==> config.mk <==
export PLATFORM = sky130hd
export DESIGN_NAME = ifetch_ctrl
export DESIGN_NICKNAME = d
export VERILOG_FILES = /design/src/rtl/ifetch_pkg.sv /design/src/rtl/ifetch_ctrl_sat_counter.sv /design/src/rtl/ifetch_ctrl.sv
export SDC_FILE = /design/constraint.sdc
export NUM_CORES = 1
export LEC_CHECK = 0
export ABC_AREA = 1
export BUFFER_PORTS_ARGS = -buffer_cell sky130_fd_sc_hd__buf_2
export CORE_ASPECT_RATIO = 0.8
export CORE_MARGIN = 2
export CORE_UTILIZATION = 40
export DETAILED_ROUTE_END_ITERATION = 6
export GPL_TIMING_DRIVEN = 0
export PLACE_DENSITY = 0.71
export SYNTH_ARGS = -nofsm -noshare
export SYNTH_HDL_FRONTEND = slang
export SYNTH_SLANG_ARGS = --single-unit
==> constraint.sdc <==
create_clock -name clk -period 3.8 [get_ports clk]
set_clock_uncertainty 0.05 [all_clocks]
set_input_delay 1.14 -clock clk [delete_from_list [all_inputs] [get_ports clk]]
set_output_delay 1.14 -clock clk [all_outputs]
set_load 0.005 [all_outputs]
==> src/rtl/ifetch_pkg.sv <==
// Shared types and constants for the instruction-fetch controller.
package ifetch_pkg;

  localparam int INSTR_W = 32;

  localparam logic [INSTR_W-1:0] DEFAULT_RESET_PC = 32'h0000_0000;

  // Fetch controller state.
  //   IDLE : no request outstanding
  //   REQ  : request at fetch_pc, response will be kept
  //   DROP : request at the old fetch_pc, response will be thrown away
  //   HOLD : instruction held for the datapath
  typedef enum logic [1:0] {
    IDLE = 2'd0,
    REQ  = 2'd1,
    DROP = 2'd2,
    HOLD = 2'd3
  } ifetch_state_t;

  // Instruction addresses are word aligned; the low two bits are dropped.
  function automatic logic [INSTR_W-1:0] word_align(input logic [INSTR_W-1:0] addr);
    return addr & ~INSTR_W'(3);
  endfunction

endpackage

==> src/rtl/ifetch_ctrl_sat_counter.sv <==
// Saturating up-counter next-value logic. The register itself lives in the
// instantiating module so that all state shares one clocked block.
module sat_counter #(
  parameter int unsigned   W   = 8,
  parameter logic [W-1:0]  MAX = '1
) (
  input  logic [W-1:0] cnt_q,
  input  logic         inc,
  input  logic         clr,
  output logic [W-1:0] cnt_d
);

  // Clear wins over increment; increment stops at MAX.
  always_comb begin
    cnt_d = cnt_q;
    if (clr) begin
      cnt_d = '0;
    end else if (inc && (cnt_q != MAX)) begin
      cnt_d = cnt_q + 1'b1;
    end
  end

endmodule

==> src/rtl/ifetch_ctrl.sv <==
// Instruction-fetch controller: owns the fetch PC, runs a one-outstanding
// req/ack handshake to instruction memory, holds the returned instruction
// until the datapath advances, and drains stale responses after redirects.
module ifetch_ctrl
  import ifetch_pkg::*;
#(
  parameter logic [INSTR_W-1:0] RESET_PC = DEFAULT_RESET_PC,
  parameter int unsigned        TIMEOUT  = 64,
  parameter int unsigned        CNT_W    = 16
) (
  input  logic               clk,
  input  logic               reset,
  input  logic               advance,
  input  logic               redirect,
  input  logic [INSTR_W-1:0] redirect_pc,
  output logic [INSTR_W-1:0] instr,
  output logic [INSTR_W-1:0] instr_pc,
  output logic               instr_valid,
  output logic               stall_f,
  output logic               imem_req,
  output logic [INSTR_W-1:0] imem_addr,
  input  logic               imem_ack,
  input  logic [INSTR_W-1:0] imem_rdata,
  output logic               fetch_err,
  output logic [CNT_W-1:0]   stall_cnt
);

  // Timeout counter just wide enough to reach TIMEOUT and stop there.
  localparam int unsigned       TO_W   = (TIMEOUT < 1) ? 1 : $clog2(TIMEOUT + 1);
  localparam logic [TO_W-1:0]   TO_MAX = TO_W'(TIMEOUT);

  ifetch_state_t      state_q,       state_d;
  logic [INSTR_W-1:0] fetch_pc_q,    fetch_pc_d;
  logic [INSTR_W-1:0] pend_pc_q,     pend_pc_d;
  logic [INSTR_W-1:0] instr_q,       instr_d;
  logic [INSTR_W-1:0] instr_pc_q,    instr_pc_d;
  logic               instr_valid_q, instr_valid_d;
  logic               fetch_err_q,   fetch_err_d;
  logic [CNT_W-1:0]   stall_cnt_q,   stall_cnt_d;
  logic [TO_W-1:0]    to_cnt_q,      to_cnt_d;

  logic               busy;
  logic               ack_seen;
  logic               busy_next;
  logic               to_inc;
  logic               to_clr;
  logic [INSTR_W-1:0] tgt_pc;

  // A request is outstanding in REQ and DROP; ack is ignored elsewhere.
  assign busy     = (state_q == REQ) || (state_q == DROP);
  assign ack_seen = busy && imem_ack;
  assign tgt_pc   = word_align(redirect_pc);

  // Next-state and datapath-register update for the fetch FSM.
  always_comb begin
    state_d       = state_q;
    fetch_pc_d    = fetch_pc_q;
    pend_pc_d     = pend_pc_q;
    instr_d       = instr_q;
    instr_pc_d    = instr_pc_q;
    instr_valid_d = instr_valid_q;

    unique case (state_q)
      IDLE: begin
        state_d = REQ;
        if (redirect) begin
          fetch_pc_d = tgt_pc;
        end
      end

      REQ: begin
        if (ack_seen) begin
          if (redirect) begin
            // Response belongs to the old path: drop it and re-issue at
            // the target next cycle without leaving REQ.
            fetch_pc_d = tgt_pc;
          end else begin
            instr_d       = imem_rdata;
            instr_pc_d    = fetch_pc_q;
            instr_valid_d = 1'b1;
            state_d       = HOLD;
          end
        end else if (redirect) begin
          // The address must stay put until the memory acks, so park the
          // target and wait out the stale response in DROP.
          pend_pc_d = tgt_pc;
          state_d   = DROP;
        end
      end

      DROP: begin
        if (redirect) begin
          pend_pc_d = tgt_pc;
        end
        if (ack_seen) begin
          fetch_pc_d = redirect ? tgt_pc : pend_pc_q;
          state_d    = REQ;
        end
      end

      HOLD: begin
        if (redirect) begin
          instr_valid_d = 1'b0;
          fetch_pc_d    = tgt_pc;
          state_d       = REQ;
        end else if (advance) begin
          instr_valid_d = 1'b0;
          fetch_pc_d    = fetch_pc_q + INSTR_W'(4);
          state_d       = REQ;
        end
      end

      default: begin
        state_d = IDLE;
      end
    endcase
  end

  // Timeout counter runs while a request waits; it survives REQ -> DROP.
  assign busy_next = (state_d == REQ) || (state_d == DROP);
  assign to_inc    = busy && !imem_ack;
  assign to_clr    = ack_seen || !busy_next;

  sat_counter #(
    .W   (TO_W),
    .MAX (TO_MAX)
  ) u_timeout_cnt (
    .cnt_q (to_cnt_q),
    .inc   (to_inc),
    .clr   (to_clr),
    .cnt_d (to_cnt_d)
  );

  // Sticky error once any request has waited the full timeout.
  assign fetch_err_d = fetch_err_q || (to_cnt_d == TO_MAX);

  // Stall cycles, saturating at all-ones.
  sat_counter #(
    .W (CNT_W)
  ) u_stall_cnt (
    .cnt_q (stall_cnt_q),
    .inc   (!instr_valid_q),
    .clr   (1'b0),
    .cnt_d (stall_cnt_d)
  );

  // All controller state, synchronous active-low reset.
  always_ff @(posedge clk) begin
    if (!reset) begin
      state_q       <= IDLE;
      fetch_pc_q    <= word_align(RESET_PC);
      pend_pc_q     <= '0;
      instr_q       <= '0;
      instr_pc_q    <= '0;
      instr_valid_q <= 1'b0;
      fetch_err_q   <= 1'b0;
      stall_cnt_q   <= '0;
      to_cnt_q      <= '0;
    end else begin
      state_q       <= state_d;
      fetch_pc_q    <= fetch_pc_d;
      pend_pc_q     <= pend_pc_d;
      instr_q       <= instr_d;
      instr_pc_q    <= instr_pc_d;
      instr_valid_q <= instr_valid_d;
      fetch_err_q   <= fetch_err_d;
      stall_cnt_q   <= stall_cnt_d;
      to_cnt_q      <= to_cnt_d;
    end
  end

  // Request decoded from state only; masked while reset is held so the
  // memory never sees a request in a reset cycle.
  assign imem_req    = busy && reset;
  assign imem_addr   = fetch_pc_q;
  assign instr       = instr_q;
  assign instr_pc    = instr_pc_q;
  assign instr_valid = instr_valid_q;
  assign stall_f     = !instr_valid_q || !reset;
  assign fetch_err   = fetch_err_q;
  assign stall_cnt   = stall_cnt_q;

endmodule

==> results of run 1 <==
-- critical path, delay by kind of cell --
kind | cells | cell delay [ns]
buffers and inverters | 5 | 1.19
AND/OR/NAND/NOR | 1 | 0.13
-- power by group --
group / switching (mW) / total [mW] / internal, mW
Combinational: 0.369 / 0.569 / 0.200
Clock: 0.717 / 1.79 / 1.07
Sequential: 0.0988 / 1.82 / 1.72
Total: 1.19 / 4.18 / 2.99
-- worst max path at each step --
stage,cells past startpoint,endpoint
2_1_floorplan,4,imem_req
3_3_place_gp,6,imem_req
3_5_place_dp,6,imem_req
4_1_cts,6,imem_req
5_1_grt,6,imem_req
6_report,6,imem_req
-- flip-flops by register name, summed over array words and instances (netlist names) --
name         count
stall_cnt       16
instr_pc        32
to_cnt_q         7
fetch_err        1
pend_pc_q       32
instr           32
instr_valid      1
state_q          2
imem_addr       32
-- metrics by stage --
| stage | cells | setup slack [ns] | cell area [um^2] | utilization | power (mW) |
|---|---|---|---|---|---|
| 2_1_floorplan | 1106 | 0.879 | 7650 | - | 2.16 |
| 3_3_place_gp | 1546 | 0.147 | 8890 | 0.471 | 2.40 |
| 3_5_place_dp | 1546 | 0.169 | 8890 | 0.471 | 2.41 |
| 4_1_cts | 1578 | 0.161 | 9510 | 0.504 | 4.19 |
| 5_1_grt | 1578 | 0.0699 | 9510 | 0.504 | 4.35 |
| 6_report | 1578 | 0.139 | 9510 | 0.504 | 4.18 |
-- Yosys cell counts, drive strengths merged, types with 11 or more instances --
cell      n
a211oi   12
a21oi   107
a31oi    28
buf      17
clkbuf   44
dfxtp   155
inv      95
nand2   177
nand3    45
nand4    11
nor2    166
nor3     34
o21ai   161
-- per-layer routing --
layer | vias to the layer above | track usage
li1 | 4115 | -
met2 | 408 | 0.385
met3 | 40 | 0.0686
met1 | 3861 | 0.354
met4 | 0 | 0.0731
met5 | - | 0
-- cell type report --
class	instances	area, um^2	share of cell area
multi-input combinational	794	3930	0.413
sequential	155	3100	0.326
timing repair buffer	182	911	0.0958
clock buffer	19	453	0.0476
inverter	96	360	0.0379
tap	258	323	0.0340
buffer	61	267	0.0280
clock inverter	13	165	0.0174
-- logic make-up after synthesis --
logic type,count (synthesis),share of synthesized area
fa+ha+maj,9,0.0147
simple gates,447,0.254
flops,155,0.405
compound gates,326,0.230
xor+xnor,12,0.0137
buf+inv,157,0.0819
==> impl_results.md, run 1 <==
* Final ANT Viol Nets at 0
* Maximum net fanout on the critical path at 10
* Clock tree sinks at around 160
* Post-Syn Nets at between 1000 and 1500
* Setup repair bufs after CTS at 0
* CP Data Arrival Time at 2.47 ns
* Cells after synthesis at around 1100
* DRC Markers at 0
* Syn Area/Cell at between 6 and 7 um^2
* Worst EP required at 2.61 ns
* Clock slew at reported path FFs at approximately 0.060 ns
* Max Cap Viol at 0
* Vias per inst at 5.34
* Number of global-route vias before repair at approximately 7400
* Die extent in y at between 100 and 150 um
* Drt total wl at approximately 26000 um
* Critical-path top delay cell: clkbuf_1
* Largest net degree at the start of global routing at 17
* Post-synth EDFFs at 0
* Hold Path Depth at 2
* HPWL after DPL at 19700 um
* VDD IR max at 0.318 mV
* Synthesized flop and latch total at 155
* Share of cells above drive strength 1 at 0.204
* Routed wl met2 at between 10000 and 15000 um
* Clk_lat worst skew at around 0.43 ns
* Area Overhead vs Synth at 24.2%
* Worst hold-check slack at ~0.39 ns
* RR Endpoint: instr_pc[0]
* Die Span X at between 150 and 200 um
* TNS Setup at 0 ns
* Port buffer count at around 180
* Synth top area share at 0.405
* Hold WC Path Type: register to register
* Top FF cell, synth: dfxtp_1
* Slew Limit Fails at 0
* Fillers at ~1900
* Synth warn at 0
* Initial antenna violation count at 0
* RSZ-0062 raised after global routing: no
* FP Rows at 45
* CP Capture Type: primary output
* DRT Pass-1 Iters at 5
* Initial Util at 0.406
* Clk root buf: clkbuf_16
* Vias at 8424
* I/O Pins at between 150 and 200
* Fin crit period at 3.66 ns
* Hold buffer count at CTS at 0
* TritonCTS Buffers at 17
* Hold violation total from the final report at 0
* Register area share after synthesis at 0.405
* CP Cell Sequence: buf_2 > clkbuf_1 > clkbuf_1 > nand2_1 > inv_1 > buf_2
* Core area at 18900 um^2
* Met3 routed WL at 2560 um
* Total congestion overflow at 0
* Period utilization at 0.963
* Die ar. at just over 20000 um^2
* Crit start category: primary input
* Async S/R FF share, synth at 0
* Slew HR at 0.478
* CP peak stage delay at approximately 0.50 ns
* Post-CTS Resized at 0
* CTS H-tree lvls at 4
* Slew @ Worst Pin at approximately 0.8 ns
* Most common cell after layout, fill and taps aside: buf_2
* Met1 WL at ~12000 um
* RR Startpoint: state_q[1]
* Unique masters post-synth at 44
* Synth area leader: dfxtp_1
* Tot GR Track Use at 0.254
* Starting DRT DRC Count at roughly 880
* Final setup viols at 0
* Layout Nets at about 1400
* R2R Setup Slk at ~1.3 ns
* Max Fclk at around 270 MHz
* Area contributors post-synth: dfxtp_1 41%, o21ai_0 10%, nand2_1 8.3%
* CTS tree: yes
* # diodes at 0
* Wirelength per Cell at around 17 um
* Hold path start: pend_pc_q[1]
* Global-route wire length before repair at 39600 um
* Max Used Layer: met4
* Most frequent cells in the layout: 196 x buf_2, 170 x nand2_1, 158 x nor2_1, 157 x o21ai_0, 155 x dfxtp_1
* Worst Hold Endpoint: pend_pc_q[1]
* CP Class: primary input to primary output
* GP Congestion at between 0.9 and 1
* Clock Path Buffers at 2
* Netlist Area Pre-Place at around 7700 um^2
* Worst reg-to-reg path cell count at 9
* Setup crit start: reset
* Leakage at ~4.1 nW
* Power Dens Cells at 440 nW/um^2
* Status: finished clean
No activity file was read; power rests on OpenSTA's default activity.
==> run 2, diff against run 1 <==
--- a/config.mk
+++ b/config.mk
@@ -12,7 +12,7 @@
 export CORE_UTILIZATION = 40
 export DETAILED_ROUTE_END_ITERATION = 6
 export GPL_TIMING_DRIVEN = 0
-export PLACE_DENSITY = 0.71
+export PLACE_DENSITY = 0.73
 export SYNTH_ARGS = -nofsm -noshare
 export SYNTH_HDL_FRONTEND = slang
 export SYNTH_SLANG_ARGS = --single-unit
==> constraint.sdc (replaced) <==
create_clock -name clk -period 3 [get_ports clk]
set_clock_uncertainty 0.05 [all_clocks]
set_input_delay 0 -clock clk [delete_from_list [all_inputs] [get_ports clk]]
set_output_delay 0 -clock clk [all_outputs]
set_load 0.005 [all_outputs]
==> impl_results.md, run 2 (synthesis gave the netlist of run 1 again) <==
* Status: finished clean (unchanged)
* CP Class: register to register (was primary input to primary output)
* Leakage at 4.32 nW (was 4.09 nW)
* Slew HR at 0.502 (was 0.478)
* Clock slew at reported path FFs at 0.06 ns (about the same)
* Hold WC Path Type: primary input to register (was register to register)
* Max Fclk at between 400 and 500 MHz
* Tot GR Track Use at 0.257 (was 0.254)
* Setup repair bufs after CTS at 0 (unchanged)
* HPWL after DPL at 19700 um (about the same)
* Drt total wl at 26600 um (was 26200 um)
* Vias per inst at 5.25 (was 5.34)
* Worst hold-check slack at 0.0241 ns (was 0.388 ns)
* Most frequent cells in the layout: 196 x buf_2, 170 x nand2_1, 158 x nor2_1, 157 x o21ai_0, 155 x dfxtp_1 (unchanged)
* Post-Place Cell Area at 8890 um^2 (unchanged)
* Number of global-route vias before repair at 7803 (was 7420)
* Port buffer count at 182 (unchanged)
* Hold violation total from the final report at 0 (unchanged)
* Clk root buf: clkbuf_16 (unchanged)
* TritonCTS Buffers at 17 (unchanged)
* CP Data Arrival Time at 2.71 ns (was 2.47 ns)
* DRC Markers at 0 (unchanged)
* CTS tree: yes (unchanged)
* I/O Pins at 185 (unchanged)
* Crit start category: register (was primary input)
* Clk_lat worst skew at 0.44 ns (was 0.43 ns)
* Clock Path Buffers at 2 (unchanged)
* Largest net degree at the start of global routing at 17 (unchanged)
* Final ANT Viol Nets at 0 (unchanged)
* Die extent in y at 128 um (unchanged)
* Die Span X at 159 um (unchanged)
* TNS Setup at 0 ns (unchanged)
* Core area at 18900 um^2 (unchanged)
* Area Overhead vs Synth at 31.8% (was 24.2%)
* Final setup viols at 0 (unchanged)
* Total congestion overflow at 0 (unchanged)
* FP Rows at 45 (unchanged)
* RSZ-0062 raised after global routing: no (unchanged)
* Maximum net fanout on the critical path at 10 (unchanged)
* GP Congestion at 0.956 (was 0.949)
* CP Cell Sequence: inv_1 > ha_1 > nand2_1 > inv_1 > nand2_1 > inv_2 > clkbuf_1 > o21ai_0 > a21oi_1 (was buf_2 > clkbuf_1 > clkbuf_1 > nand2_1 > inv_1 > buf_2)
* Period utilization at 0.799
* Fin crit period at between 2 and 2.5 ns
* DRT Pass-1 Iters at 5 (unchanged)
* Power Dens Cells at 515 nW/um^2 (was 440 nW/um^2)
* Slew Limit Fails at 0 (unchanged)
* Clock tree sinks at 155 (unchanged)
* Share of cells above drive strength 1 at 0.194 (was 0.204)
* Initial antenna violation count at 0 (unchanged)
* Starting DRT DRC Count at 908 (was 883)
* # diodes at 0 (unchanged)
* Critical-path top delay cell: dfxtp_1 (was clkbuf_1)
* Initial Util at 0.406 (unchanged)
* Finished Cell Area at 10100 um^2 (was 9510 um^2)
* Fin worst setup slack at 0.603 ns (was 0.139 ns)
* Worst EP required at 3.31 ns (was 2.61 ns)
* CP Capture Type: register (was primary output)
* Global-route wire length before repair at 40400 um (was 39600 um)
* Slew @ Worst Pin at 0.747 ns (was 0.782 ns)
* CTS H-tree lvls at 4 (unchanged)
* Pre-CTS setup slack at 0.615 ns (was 0.169 ns)
* VDD IR max at 0.349 mV (was 0.318 mV)
* Pwr Total at 5.20 mW (was 4.18 mW)
* Most common cell after layout, fill and taps aside: buf_2 (unchanged)
* Layout Nets at 1447 (was 1385)
* Vias at 8608 (was 8424)
* Die ar. at 20300 um^2 (unchanged)
* Max Cap Viol at 0 (unchanged)
* CP peak stage delay at 0.47 ns (was 0.50 ns)
* Wirelength per Cell at 16.2 um (was 16.6 um)
==> run 2: layer usage <==
| layer | GRT usage | share of wire | vias to the layer above |
|---|---|---|---|
| met5 | 0 | 0 | - |
| met1 | 0.346 | 0.45 | 3927 |
| met2 | 0.395 | 0.43 | 401 |
| met4 | 0.0853 | 0.019 | 0 |
| li1 | - | - | 4240 |
| met3 | 0.0723 | 0.098 | 40 |
==> run 2: final cells by class <==
class                           instances  area [um^2]
Fill cell                            1796         8770
Multi-Input combinational cell        794         3930
Sequential cell                       155         3100
Timing Repair Buffer                  244         1530
Clock buffer                           23          498
Inverter                               96          360
Tap cell                              258          323
Buffer                                 61          267
Clock inverter                          9         85.1
==> run 2: path summary, 6_finish.rpt <==
check,start,end,slack [ns],depth (start not counted)
max,state_q[1],instr_pc[0],0.60,9
max reg2reg,state_q[1],instr_pc[0],0.60,9
min,redirect_pc[23],imem_addr[23],0.02,5
min reg2reg,pend_pc_q[0],pend_pc_q[0],0.40,2
==> run 2: stage by stage <==
| step | utilization | cells |
|---|---|---|
| 6_report | 0.535 | 1640 |
| 5_1_grt | 0.535 | 1640 |
| 4_1_cts | 0.535 | 1640 |
| 3_5_place_dp | 0.471 | 1546 |
| 3_3_place_gp | 0.471 | 1546 |
| 2_1_floorplan | - | 1106 |
==> run 2: where the power goes <==
group,internal (mW),switching (mW)
combinational,0.306,0.471
sequential,2.18,0.128
clock,1.25,0.863
==> run 2: critical path, delay by kind of cell (launching register included) <==
kind,cells,cell delay (ns)
AOI/OAI and AO/OA,2,0.30
DFF,1,0.47
buffers and inverters,4,0.81
and+or+nand+nor,2,0.35
adders and majority gates,1,0.34
==> run 2: repair_timing <==
| action | 4_1_cts | 5_1_grt |
|---|---|---|
| endpoints found under the hold margin | 74 | 0 |
| hold buffers | 62 | 0 |
| gates resized for setup | 0 | 0 |
